--- src/rtl/lcd_hex_writer.sv ---
// lcd_hex_writer: shows two 32-bit words as 8 uppercase hex characters each on
// a 16x2 HD44780 character LCD. Handles power-up delay, the init command
// sequence, the EN strobe and the inter-byte waits. Refresh requests that
// arrive while a transfer is in progress are merged into one follow-up refresh.
module lcd_hex_writer #(
   parameter int EN_PULSE_CYCLES     = 25,
   parameter int CMD_WAIT_CYCLES     = 2500,
   parameter int CLEAR_WAIT_CYCLES   = 100000,
   parameter int POWERUP_WAIT_CYCLES = 1000000
) (
   input  logic        CLOCK_50,
   input  logic        reset,
   input  logic [31:0] data_line1,
   input  logic [31:0] data_line2,
   input  logic        update,
   output logic        busy,
   output logic        LCD_RS,
   output logic        LCD_RW,
   output logic        LCD_EN,
   output logic [7:0]  LCD_DATA
);

   // The counter must hold the largest reload value without wrapping.
   localparam int MAX_AB  = (EN_PULSE_CYCLES > CMD_WAIT_CYCLES) ? EN_PULSE_CYCLES : CMD_WAIT_CYCLES;
   localparam int MAX_CD  = (CLEAR_WAIT_CYCLES > POWERUP_WAIT_CYCLES) ? CLEAR_WAIT_CYCLES : POWERUP_WAIT_CYCLES;
   localparam int MAX_CYC = (MAX_AB > MAX_CD) ? MAX_AB : MAX_CD;
   localparam int CNT_W   = $clog2(MAX_CYC + 1);

   // Reload values: each phase counts down to zero, so load N-1 for N cycles.
   localparam logic [CNT_W-1:0] EN_LOAD    = CNT_W'(EN_PULSE_CYCLES - 1);
   localparam logic [CNT_W-1:0] CMD_LOAD   = CNT_W'(CMD_WAIT_CYCLES - 1);
   localparam logic [CNT_W-1:0] CLEAR_LOAD = CNT_W'(CLEAR_WAIT_CYCLES - 1);
   localparam logic [CNT_W-1:0] PU_LOAD    = CNT_W'(POWERUP_WAIT_CYCLES - 1);

   // Index of the final byte in each sequence.
   localparam logic [4:0] INIT_LAST    = 5'd3;
   localparam logic [4:0] REFRESH_LAST = 5'd17;

   typedef enum logic [1:0] {
      ST_POWERUP,
      ST_INIT,
      ST_IDLE,
      ST_REFRESH
   } state_t;

   // Sub-phases of one byte transfer.
   typedef enum logic [1:0] {
      PH_SETUP,
      PH_PULSE,
      PH_HOLD
   } phase_t;

   state_t           state_q, state_d;
   phase_t           phase_q, phase_d;
   logic [4:0]       idx_q, idx_d;
   logic [CNT_W-1:0] cnt_q, cnt_d;
   logic             pending_q, pending_d;
   logic [31:0]      snap1_q, snap1_d;
   logic [31:0]      snap2_q, snap2_d;
   logic             en_q, en_d;
   logic             rs_q, rs_d;
   logic [7:0]       data_q, data_d;
   logic             busy_q, busy_d;

   // Byte tables: {rs, byte} for each position of the init and refresh streams.
   logic [8:0]       init_tbl    [4];
   logic [8:0]       refresh_tbl [18];

   // Lookup of the byte that would be sent next.
   logic [4:0]       nxt_idx;
   logic             nxt_refresh;
   logic [8:0]       nxt_byte;

   logic             load_byte;
   logic             is_clear;
   logic [4:0]       last_idx;

   function automatic logic [7:0] hex_ascii(input logic [3:0] nib);
      hex_ascii = (nib < 4'd10) ? (8'h30 + {4'h0, nib}) : (8'h37 + {4'h0, nib});
   endfunction

   assign init_tbl[0] = {1'b0, 8'h38};   // 8-bit bus, 2 lines, 5x8 font
   assign init_tbl[1] = {1'b0, 8'h0C};   // display on, cursor off
   assign init_tbl[2] = {1'b0, 8'h01};   // clear display
   assign init_tbl[3] = {1'b0, 8'h06};   // entry mode: increment, no shift

   assign refresh_tbl[0] = {1'b0, 8'h80};  // DDRAM address: line 1, column 0
   assign refresh_tbl[9] = {1'b0, 8'hC0};  // DDRAM address: line 2, column 0

   // Characters come from the snapshot, most significant nibble first.
   for (genvar gi = 0; gi < 8; gi++) begin : g_chars
      assign refresh_tbl[1 + gi]  = {1'b1, hex_ascii(snap1_q[31 - 4*gi -: 4])};
      assign refresh_tbl[10 + gi] = {1'b1, hex_ascii(snap2_q[31 - 4*gi -: 4])};
   end

   // Pick the byte following the current one (or the first byte of a new stream).
   always_comb begin
      nxt_idx     = 5'd0;
      nxt_refresh = (state_q == ST_IDLE) || (state_q == ST_REFRESH);
      if ((state_q == ST_INIT) || (state_q == ST_REFRESH)) begin
         nxt_idx = idx_q + 5'd1;
      end
      if (nxt_refresh) begin
         nxt_byte = refresh_tbl[nxt_idx];
      end else begin
         nxt_byte = init_tbl[nxt_idx[1:0]];
      end
   end

   // The clear command needs the long wait; character data can never be 0x01.
   assign is_clear = !rs_q && (data_q == 8'h01);
   assign last_idx = (state_q == ST_INIT) ? INIT_LAST : REFRESH_LAST;

   // Next-state logic: sequence control, counters, snapshot and pending merge.
   always_comb begin
      state_d   = state_q;
      phase_d   = phase_q;
      idx_d     = idx_q;
      cnt_d     = cnt_q;
      pending_d = pending_q;
      snap1_d   = snap1_q;
      snap2_d   = snap2_q;
      load_byte = 1'b0;

      case (state_q)
         ST_POWERUP: begin
            if (cnt_q == '0) begin
               state_d   = ST_INIT;
               phase_d   = PH_SETUP;
               load_byte = 1'b1;
            end else begin
               cnt_d = cnt_q - 1'b1;
            end
         end

         ST_IDLE: begin
            if (update || pending_q) begin
               state_d   = ST_REFRESH;
               phase_d   = PH_SETUP;
               snap1_d   = data_line1;
               snap2_d   = data_line2;
               pending_d = 1'b0;
               load_byte = 1'b1;
            end
         end

         ST_INIT, ST_REFRESH: begin
            case (phase_q)
               PH_SETUP: begin
                  phase_d = PH_PULSE;
                  cnt_d   = EN_LOAD;
               end
               PH_PULSE: begin
                  if (cnt_q == '0) begin
                     phase_d = PH_HOLD;
                     cnt_d   = is_clear ? CLEAR_LOAD : CMD_LOAD;
                  end else begin
                     cnt_d = cnt_q - 1'b1;
                  end
               end
               PH_HOLD: begin
                  if (cnt_q == '0) begin
                     if (idx_q == last_idx) begin
                        state_d = ST_IDLE;
                     end else begin
                        phase_d   = PH_SETUP;
                        load_byte = 1'b1;
                     end
                  end else begin
                     cnt_d = cnt_q - 1'b1;
                  end
               end
               default: begin
                  phase_d = PH_SETUP;
               end
            endcase
         end

         default: begin
            state_d = ST_POWERUP;
            cnt_d   = PU_LOAD;
         end
      endcase

      // Requests while busy collapse into a single follow-up refresh.
      if (update && (state_q != ST_IDLE)) begin
         pending_d = 1'b1;
      end

      if (load_byte) begin
         idx_d = nxt_idx;
      end
   end

   // Output values for the next cycle; RS/DATA only change when a byte is loaded.
   always_comb begin
      rs_d   = rs_q;
      data_d = data_q;
      if (load_byte) begin
         rs_d   = nxt_byte[8];
         data_d = nxt_byte[7:0];
      end
      busy_d = (state_d != ST_IDLE);
      en_d   = (phase_d == PH_PULSE) && ((state_d == ST_INIT) || (state_d == ST_REFRESH));
   end

   // State and output registers; reset abandons any transfer and drops EN at once.
   always_ff @(posedge CLOCK_50 or posedge reset) begin
      if (reset) begin
         state_q   <= ST_POWERUP;
         phase_q   <= PH_SETUP;
         idx_q     <= 5'd0;
         cnt_q     <= PU_LOAD;
         pending_q <= 1'b0;
         snap1_q   <= 32'h0;
         snap2_q   <= 32'h0;
         en_q      <= 1'b0;
         rs_q      <= 1'b0;
         data_q    <= 8'h00;
         busy_q    <= 1'b1;
      end else begin
         state_q   <= state_d;
         phase_q   <= phase_d;
         idx_q     <= idx_d;
         cnt_q     <= cnt_d;
         pending_q <= pending_d;
         snap1_q   <= snap1_d;
         snap2_q   <= snap2_d;
         en_q      <= en_d;
         rs_q      <= rs_d;
         data_q    <= data_d;
         busy_q    <= busy_d;
      end
   end

   assign busy     = busy_q;
   assign LCD_EN   = en_q;
   assign LCD_RS   = rs_q;
   assign LCD_DATA = data_q;
   assign LCD_RW   = 1'b0;

endmodule

--- config.mk ---
export PLATFORM = sky130hd
export DESIGN_NAME = lcd_hex_writer
export DESIGN_NICKNAME = d
export VERILOG_FILES = /design/src/rtl/lcd_hex_writer.sv
export SDC_FILE = /design/constraint.sdc
export NUM_CORES = 1
export LEC_CHECK = 0
export CAP_MARGIN = 20
export CORE_MARGIN = 10
export CORE_UTILIZATION = 62
export CTS_CLUSTER_DIAMETER = 120
export DETAILED_ROUTE_END_ITERATION = 7
export PLACE_DENSITY = 0.87
export SETUP_SLACK_MARGIN = 0.5
export SLEW_MARGIN = 30
export SYNTH_ARGS = -nofsm -noshare
export SYNTH_HDL_FRONTEND = slang
export SYNTH_SLANG_ARGS = --single-unit
--- constraint.sdc ---
create_clock -name CLOCK_50 -period 9 [get_ports CLOCK_50]
set_input_delay 1.35 -clock CLOCK_50 [delete_from_list [all_inputs] [get_ports CLOCK_50]]
set_output_delay 1.35 -clock CLOCK_50 [all_outputs]
set_load 0.05 [all_outputs]
==> results.md <==
* DR DRC count at 0
* Share of cells above drive strength 1 at 8.81%
* Initial Util at approximately 64%
* Slew Limit Fails at 0
* Setup CP Type: reg -> reg
* P_leak at between 0.003 and 0.004 uW
* Hold Crit Class: reg -> reg
* Net switching fraction of the power at 21.0%
* Die ar. at approximately 16000 um^2
* Core area at approximately 11000 um^2
* Most frequent cell after synthesis: nand2_1
* Top delay family on crit path: compound AO/OA/AOI/OAI gates
* Non-Filler Instances at about 1000
* CP Depth at 9
* RSZ-0062 raised after global routing: no
* Vias per cell at 6.48
* TritonCTS Buffers at 9
* CTS clk-pin slew, worst paths at 0.07 ns
* Cell Pwr Density at between 100 and 150 nW/um^2
* DRT iter0 DRCs at 955
* CP peak stage delay at approximately 0.80 ns
* Routed Antenna Nets at 0
* Row Count at 38
* Synth top area share at 32.9%
* CP arrival at 3.68 ns
* Largest area contributor in the netlist: dfrtp_1
* Slowest-stage cell, CP: a21oi_1
* Wirelength, routed at roughly 20 mm
* Cells after Synth at a little over 800
* R2R cell count at 9
* GPL Wtd Cong at between 0.9 and 1
* P_int at slightly above 700 uW
* Postcts setup bufs at 0
* GR Util All Layers at between 20% and 30%
* Final min period at roughly 3.5 ns
* Flops & latches, synth at ~110
* Area growth syn-to-layout at 16.0%
* Routed wl met2 at a little under 10 mm
* CTS tree: built
* DR WL/cell at about 20 um
* P_sw at 191 uW
* CP Max Fanout at 31
* DRT Pass-1 Iters at 6
* Root Buffer Master: clkbuf_16
* Max VDD drop at ~0.14 mV
* Startpoint Class: flip-flop
* Flop pwr share at 52.0%
* Mapped Area at roughly 7000 um^2
* Min-Delay Path Depth at 1
* Synth unique cells at 75
* Diodes inserted at 0
* First-pass GRT wire length at approximately 33 mm
* Critical path cell sequence: buf_4, ha_1, clkinv_1, a21oi_1, nor4b_1, or4_1, o21ai_0, o311a_1, o31ai_1
* Post-synth EDFFs at 0
* Die width at between 100 and 150 um
* Htree depth at 3
* Final Net Count at roughly 970
* Outcome: finished clean
* Total grt overflow at 0
* Routed metal-1 wire length at just over 8 mm
* Inst Count DP at slightly above 1000
* Worst slew pin tran at about 1.0 ns
* Sequential area share after synthesis at a little under two fifths
* Clock insertion delay at the later pin of the skew report at 0.37 ns
* WL met3 at roughly 1.6 mm
* Rel. slew slack at 30.8%
* Part of the power in combinational logic at around 4.3%
* Mean Syn Cell Area at around 8.4 um^2
* Async set or reset register ratio after synthesis at 100%
* F_max at 289 MHz
* Hold Vio Cnt, Final at 0
* CP bufs+invs at 2
* Fin crit share at about two fifths
* Main synth FF type: dfrtp_1
* # hold bufs at CTS at 0
* Clk pwr share at around 44%
* Die height at about 130 um
* CTS resizes at 0
* CP required at 9.22 ns
* Max_cap viols at 0
* Clk_skew at between 0.01 and 0.015 ns
* Post-detail-place hpwl at between 10 and 15 mm
* Setup TNS at 0 ns
* CTS max path bufs at 2
* Initial antenna violation count at 0
* Yosys warning total at 0
* I/O Pins at 79
* Ranking of synthesized cells by area: dfrtp_1 33%, o21ai_0 6.4%, nand2_1 5.8%
* Number of global-route vias before repair at about 6400
* CTS sink cnt at roughly 110
* Largest net degree at the start of global routing at 102
* Setup-failing EPs final at 0
* Worst setup EP type: flip-flop
* Synth Net Count at 921
* Port bufs at 77
* Top routing layer used: met4
* Vias at between 6000 and 7000
* Synth top cells by count: 109 x nand2_1, 92 x dfrtp_1, 90 x o21ai_0, 69 x a21oi_1, 52 x inv_1
[cell families (layout without fill, tap and decap cells)]
| family | Yosys count | after routing | share of synthesized area (%) |
|---|---|---|---|
| and+or+nand+nor | 276 | 276 | 19.6 |
| AOI/OAI and AO/OA | 267 | 267 | 23.9 |
| DFF | 105 | 105 | 37.8 |
| buffers and inverters | 96 | 151 | 5.61 |
| muxes | 32 | 32 | 5.11 |
| xor gates and xnor gates | 29 | 29 | 3.63 |
| adders and majority gates | 24 | 24 | 4.29 |
| other | 1 | 1 | 0.0536 |
[power by group through the flow]
| stage | Clock [uW] | Combinational (uW) | Sequential, uW |
|---|---|---|---|
| detailed placement | 0 | 39.4 | 481 |
| finish | 398 | 38.9 | 472 |
| global placement | 0 | 38.6 | 481 |
| floorplan | 0 | 8.33 | 481 |
| CTS | 401 | 39.6 | 472 |
| global route | 419 | 42.3 | 472 |
[placed cells by master (no fill, tap or decap), types with 4 or more instances in the layout]
cell type	Yosys	layout
nand2_1	109	109
dfrtp_1	92	92
o21ai_0	90	90
clkdlybuf4s50_1	0	77
a21oi_1	69	69
inv_1	52	51
nor2_1	51	51
mux2_2	30	30
xnor2_1	24	24
ha_1	24	24
nor3_1	19	19
nand3_1	16	16
nor2b_1	16	15
a211oi_1	14	14
o211ai_1	13	13
dfstp_2	13	13
and4b_1	12	12
o22ai_1	11	11
nand2b_1	9	9
clkbuf_16	0	9
a31oi_1	8	8
o31ai_1	8	8
nor4_1	7	7
nor4b_1	7	7
nand4_1	6	6
buf_4	2	6
xor2_1	5	5
a221oi_1	5	5
a21o_1	4	4
and3_1	4	4
and2_1	4	4
a211o_1	4	4
a2111oi_0	4	4
[worst register-to-register path: stages, from the launching register on]
cell and delay [ns]:
dfrtp_1 0.36, buf_4 0.23, ha_1 0.34, clkinv_1 0.32, a21oi_1 0.80, nor4b_1 0.12, or4_1 0.53, o21ai_0 0.33
o311a_1 0.21, o31ai_1 0.08
[state kept, by name, summed over array words and instances, names as in the netlist]
signal	flops
LCD_EN	1
phase_q	2
LCD_RS	1
snap1_q	32
pending_q	1
state_q	2
snap2_q	32
idx_q	5
cnt_q	20
LCD_DATA	8
busy	1
[metrics by stage]
| step | cell area, um^2 | setup WS, ns | total power, uW | hold slack (ns) | utilization, % |
|---|---|---|---|---|---|
| 2_1_floorplan | 7000 | 4.91 | 489 | 0.459 | - |
| 3_3_place_gp | 7810 | 5.21 | 519 | 0.478 | 71.4 |
| 3_5_place_dp | 7810 | 5.08 | 520 | 0.488 | 71.4 |
| 4_1_cts | 8090 | 5.43 | 913 | 0.499 | 74.0 |
| 5_1_grt | 8120 | 5.45 | 933 | 0.525 | 74.2 |
| 6_report | 8120 | 5.54 | 908 | 0.497 | 74.2 |
[layout make-up]
type | count | area, um^2
Multi-Input combinational cell | 629 | 3970
Sequential cell | 105 | 2640
Clock inverter | 3 | 42.5
Clock buffer | 11 | 243
Inverter | 53 | 201
Timing Repair Buffer | 84 | 843
Tap cell | 140 | 175
Fill cell | 822 | 2820
[worst paths after layout]
| kind | from | to | slack (ns) |
|---|---|---|---|
| min | cnt_q[15]$_DFFE_PP0P_ | cnt_q[15]$_DFFE_PP0P_ | 0.50 |
| min reg2reg | cnt_q[15]$_DFFE_PP0P_ | cnt_q[15]$_DFFE_PP0P_ | 0.50 |
| max in group asynchronous | reset | snap1_q[0]$_DFFE_PP0P_ | 6.42 |
| max | idx_q[0]$_DFFE_PP0P_ | LCD_DATA[3]$_DFFE_PP0P_ | 5.54 |
| min in group asynchronous | reset | snap2_q[2]$_DFFE_PP0P_ | 1.39 |
| max reg2reg | idx_q[0]$_DFFE_PP0P_ | LCD_DATA[3]$_DFFE_PP0P_ | 5.54 |
[per-layer routing]
| metal | GRT usage [%] | vias up |
|---|---|---|
| met1 | 30.4 | 3197 |
| met4 | 8.91 | 0 |
| met2 | 41.0 | 310 |
| met3 | 5.33 | 42 |
| li1 | - | 3094 |
| met5 | 0 | - |
Note: power is estimated with default switching activity, not from simulation.
